[src/rtl/store_access_arbiter.sv]
// Round-robin arbiter between one write and one read requester sharing a
// synchronous 4-entry store; writes can be refused while lockDown is high.
`timescale 1ns/1ps
module store_access_arbiter #(
  parameter int DATA_W = 4,
  parameter int ADDR_W = 2
) (
  input  logic              CLK,
  input  logic              RST,
  input  logic              wrReq,
  input  logic [ADDR_W-1:0] wrAddr,
  input  logic [DATA_W-1:0] wrData,
  input  logic              rdReq,
  input  logic [ADDR_W-1:0] rdAddr,
  input  logic              lockDown,
  output logic              wrGrant,
  output logic              wrDenied,
  output logic              rdValid,
  output logic [DATA_W-1:0] rdData,
  output logic [ADDR_W-1:0] address,
  output logic              shouldWrite,
  output logic [DATA_W-1:0] inputData,
  input  logic [DATA_W-1:0] outputData,
  output logic [2:0]        dbgState
);

  // Handshake: a requester raises its req with address/data stable and keeps
  // them until its one-cycle completion pulse (wrGrant/wrDenied or rdValid).
  // Requests are only looked at in IDLE; a req still high there is a new one.
  typedef enum logic [2:0] {
    S_IDLE  = 3'd0,
    S_WRITE = 3'd1,
    S_DENY  = 3'd2,
    S_READ  = 3'd3,
    S_WAIT  = 3'd4,
    S_RDONE = 3'd5
  } state_t;

  state_t              state_q, state_d;
  logic [ADDR_W-1:0]   addr_q, addr_d;
  logic [DATA_W-1:0]   data_q, data_d;
  logic [DATA_W-1:0]   rd_data_q, rd_data_d;
  logic                last_wr_q, last_wr_d;
  logic                pick_wr;

  always_ff @(posedge CLK or negedge RST) begin
    if (!RST) begin
      state_q   <= S_IDLE;
      addr_q    <= '0;
      data_q    <= '0;
      rd_data_q <= '0;
      last_wr_q <= 1'b1;
    end else begin
      state_q   <= state_d;
      addr_q    <= addr_d;
      data_q    <= data_d;
      rd_data_q <= rd_data_d;
      last_wr_q <= last_wr_d;
    end
  end

  // The writer wins unless both request and the writer was served last.
  assign pick_wr = wrReq && !(rdReq && last_wr_q);

  always_comb begin
    state_d   = S_IDLE;
    addr_d    = addr_q;
    data_d    = data_q;
    rd_data_d = rd_data_q;
    last_wr_d = last_wr_q;
    case (state_q)
      S_IDLE: begin
        if (pick_wr) begin
          addr_d    = wrAddr;
          data_d    = wrData;
          last_wr_d = 1'b1;
          state_d   = lockDown ? S_DENY : S_WRITE;
        end else if (rdReq) begin
          addr_d    = rdAddr;
          last_wr_d = 1'b0;
          state_d   = S_READ;
        end else begin
          state_d   = S_IDLE;
        end
      end
      S_WRITE: state_d = S_IDLE;
      S_DENY:  state_d = S_IDLE;
      S_READ:  state_d = S_WAIT;
      S_WAIT: begin
        rd_data_d = outputData;
        state_d   = S_RDONE;
      end
      S_RDONE: state_d = S_IDLE;
      default: state_d = S_IDLE;
    endcase
  end

  // Strobes decode the registered state so reset removes them immediately.
  assign shouldWrite = (state_q == S_WRITE);
  assign wrGrant     = (state_q == S_WRITE);
  assign wrDenied    = (state_q == S_DENY);
  assign rdValid     = (state_q == S_RDONE);
  assign rdData      = rd_data_q;
  assign address     = addr_q;
  assign inputData   = data_q;
  assign dbgState    = state_q;

endmodule

[config.mk]
export PLATFORM = sky130hd
export DESIGN_NAME = store_access_arbiter
export DESIGN_NICKNAME = d
export VERILOG_FILES = /design/src/rtl/store_access_arbiter.sv
export SDC_FILE = /design/constraint.sdc
export NUM_CORES = 1
export LEC_CHECK = 0
export BUFFER_PORTS_ARGS = -buffer_cell sky130_fd_sc_hd__buf_4
export CORE_ASPECT_RATIO = 1.1
export CORE_MARGIN = 2
export CORE_UTILIZATION = 45
export CTS_CLUSTER_SIZE = 12
export DETAILED_ROUTE_END_ITERATION = 6
export GPL_TIMING_DRIVEN = 0
export PLACE_DENSITY = 0.82
export SYNTH_ARGS = -nofsm -noshare
export SYNTH_HDL_FRONTEND = slang
export SYNTH_SLANG_ARGS = --single-unit
[constraint.sdc]
create_clock -name CLK -period 3 [get_ports CLK]
set_input_delay 0.45 -clock CLK [delete_from_list [all_inputs] [get_ports CLK]]
set_output_delay 0.45 -clock CLK [all_outputs]
set_load 0.05 [all_outputs]
After elaboration in Yosys (flattened, before gate mapping) --
Cells that the tools add are included.
Cells by class: equal/unequal tests 5, mux-type cells 8, reduce and logical (&&, ||, !) cells 7
Operator list (number):
- 2-bit 2-to-1 mux | 5
- 3-bit one-hot mux with 3 select lines | 1
- 3-bit by 2-bit equality test with 1-bit output (second input constant) | 2
- 3-bit equality test (second input constant) | 2
- 2-bit AND reduction | 2
- 3-bit by 1-bit equality test with 1-bit output (second input constant) | 1
- 3-bit logical NOT | 1
- 1-bit logical AND | 2
- 1-bit 2-to-1 mux | 2
- 2-bit nonzero test | 1
- 1-bit logical NOT | 1
Word-level totals: register bits 14, input bits 17, output and inout port bits 17, logic and storage cells 25

Logic depth before layout (Yosys ltp) --
word-level depth 5, mapped depth 4, gate-level depth less buffers 3

Least setup slack after synthesis --
OpenSTA, ideal clock, no wires.
path type flip-flop to output port, from reg state_q[0] (netlist: dbgState[0]), to out wrGrant, arrival time 2.375 ns, setup slack 0.175 ns, cell stages (with the launch flop) 3, buffers on the path 1, cell sequence dfrtp_1 > nor3b_1 > buf_4
On the way: word-level cells in the longest chain between the ends 1
Ends and longest elaborated chain:
- start, declared | line 39 | state_t state_q, state_d;
- start signal, assigned | line 54 | state_q <= state_d;
- 3-bit by 1-bit equality test with 1-bit output
- end, declared | line 16 | output logic wrGrant,
No other way between the ends.

Worst setup path in the final report --
from reg state_q[0] (netlist: dbgState[0]), to out wrGrant
On the way: word-level cells in the longest chain between the ends 1
Ends and longest elaborated chain:
- 3-bit by 1-bit equality test with 1-bit output | line 100 | assign wrGrant = (state_q == S_WRITE);
No other way between the ends.

==> results.sh <==
export IMPL_drt_pass1_iter_count=4
export IMPL_synth_ff_type="dfrtp_1"
export IMPL_coreArea_um2=1350
export IMPL_drv_slew=0
export IMPL_period_needed_ps=1830
export IMPL_status="finished, final reports clean"
export IMPL_yosysSeqAreaShare=0.545
export IMPL_path_common_cell="buf_4"
export IMPL_synthArstFlopShare=1.00
export IMPL_crit_arrival_ps=1380
export IMPL_placed_cells=98
export IMPL_grt_pass1_vias=509
export IMPL_areaGrowthSynthToFinish_pct=47.1
export IMPL_finalHoldViolCount=0
export IMPL_synth_avg_cell_area_um2=13.2
export IMPL_yosys_warnings=0
export IMPL_initialDrtViolationCount=7
export IMPL_criticalPathCategory="reg -> out"
export IMPL_drtAntennaViolNets=0
export IMPL_grt_max_degree=15
export IMPL_setup_violations=0
export IMPL_fin_nets=105
export IMPL_end_kind="primary output"
export IMPL_avgRoutedWirePerCell_um=13.2
export IMPL_cts_tree="done"
export IMPL_htreeDepth=1
export IMPL_root_buffer="clkbuf_4"
export IMPL_path_clk_slew_ps=70
export IMPL_antenna_found_initial=0
export IMPL_relSlewSlack=0.568
export IMPL_vias_per_cell=5.02
export IMPL_cts_max_path_buffers=2
export IMPL_path_buf_inv=2
export IMPL_synth_nets=66
export IMPL_layout_cells_non_filler=103
export IMPL_clock_sinks=14
export IMPL_dieHeight_um=43.7
export IMPL_critical_path_top_delay_family="flip-flops"
export IMPL_multi_input_comb_area_um2=264
export IMPL_place_congestion=0.802
export IMPL_postSynthCellCount=49
export IMPL_fill_cells=109
export IMPL_clk_latency_ps=270
export IMPL_cts_resized=0
export IMPL_synth_edf_count=0
export IMPL_die_w_um=40.1
export IMPL_grt_pass1_wl_mm=2.20
export IMPL_track_usage=0.188
export IMPL_start_util=0.479
export IMPL_ys_types=24
export IMPL_slowest_delay_ps=470
export IMPL_placed_area_um2=913
export IMPL_max_freq_ghz=0.546
export IMPL_worstHoldPathType="in -> reg"
export IMPL_fin_crit_sh=0.610
export IMPL_skew_ps=6.04
export IMPL_ys_ff_latch=14
export IMPL_final_area_um2=950
export IMPL_cp_max_fo=8
export IMPL_drt_wl_total_mm=1.36
export IMPL_overflow=0
export IMPL_portBuffers=33
export IMPL_cts_inserted_buffers=3
export IMPL_hpwlAfterDp_mm=1.05
export IMPL_insertedDiodeCount=0
export IMPL_ctsHoldBuffers=0
export IMPL_tightest_slew_ps=644
export IMPL_rsz0062_at_grt="no"
export IMPL_drc_errors=0
export IMPL_seqCellArea_um2=352
export IMPL_synth_area_um2=646
export IMPL_pin_count=34
export IMPL_setup_tns_final_ps=0
export IMPL_worstPathCellList="nor3b_1, buf_4, buf_4"
export IMPL_rows=14
export IMPL_cp_slowest_cell="dfrtp_1"
export IMPL_start_kind="flop"
export IMPL_required_ps=2550
export IMPL_maxCapViolCount=0
export IMPL_cts_setup_buffers=0
export IMPL_die_area_um2=1750
export IMPL_drive_gt1_frac=0.563
export IMPL_vias=517
## worst register-to-register path: stages (launching register included)
cell and delay, ps:
dfrtp_1 460, nor3_1 570, a21boi_1 300, a2bb2oi_1 190
## final cells by class
type                            instances  area share
Sequential cell                        14       0.370
Buffer                                  2      0.0198
Timing Repair Buffer                   34       0.271
Tap cell                               16      0.0211
Multi-Input combinational cell         30       0.278
Clock buffer                            4      0.0277
Inverter                                3      0.0119
## cells in the final DEF (no fill, tap or decap), types with 2 or more instances in the layout
master,instances
inv_1,3
nor3b_1,3
dfrtp_1,13
nand2_1,2
a2bb2oi_1,2
o32ai_1,2
mux2_2,4
buf_4,34
clkbuf_4,3
mux2_4,4
## synth_stat cells (2+ instances only)
master	count	share of area
dfrtp_1	13	0.50
o32ai_1	2	0.027
inv_1	3	0.017
nand2_1	2	0.012
mux2_2	4	0.070
nor3b_1	3	0.035
mux2_4	4	0.093
a2bb2oi_1	2	0.027
## state kept, by name, indices dropped and copies added, names as in the netlist
signal,flops
address,2
dbgState,3
last_wr_q,1
rdData,4
inputData,4
## metrics by stage
step | worst slack (ps) | hold slack (ps) | util
finish | 1170 | 337 | 0.704
global route | 1130 | 344 | 0.704
CTS | 1170 | 1.34 | 0.697
detailed placement | 1230 | 307 | 0.677
global placement | 1240 | 306 | 0.677
floorplan | 175 | 154 | -
## cell families (layout without fill, tap and decap cells)
| group | count (synthesis) | after routing | synth area share |
|---|---|---|---|
| flip-flops | 14 | 14 | 0.545 |
| AND/OR/NAND/NOR | 10 | 10 | 0.107 |
| multiplexers | 8 | 8 | 0.163 |
| buffers and inverters | 5 | 43 | 0.0465 |
| AO/OA/AOI/OAI | 12 | 12 | 0.140 |
## final timing paths
path | to | cells past startpoint | slack [ps] | startpoint
setup / recovery | wrGrant | 3 | 1170 | dbgState[0]$_DFF_PN0_
hold / removal | last_wr_q$_DFFE_PN1P_ | 2 | 340 | rdReq
max in group asynchronous | last_wr_q$_DFFE_PN1P_ | 2 | 2170 | RST
setup reg to reg | address[1]$_DFFE_PN0P_ | 3 | 1400 | dbgState[1]$_DFF_PN0_
min in group asynchronous | inputData[2]$_DFFE_PN0P_ | 2 | 580 | RST
hold reg to reg | rdData[0]$_DFFE_PN0N_ | 1 | 520 | rdData[0]$_DFFE_PN0N_
## layer usage
| metal | global-route usage | vias to the layer above | routed length, um | part of all wire |
|---|---|---|---|---|
| met5 | 0 | - | 0 | 0 |
| li1 | - | 259 | - | - |
| met1 | 0.236 | 240 | 554 | 0.41 |
| met2 | 0.287 | 16 | 712 | 0.52 |
| met3 | 0.0615 | 2 | 80 | 0.059 |
| met4 | 0.0828 | 0 | 12 | 0.0088 |
Power is not shown: default switching activity piles up to over one toggle a cycle in this logic, so the estimate is an artifact.
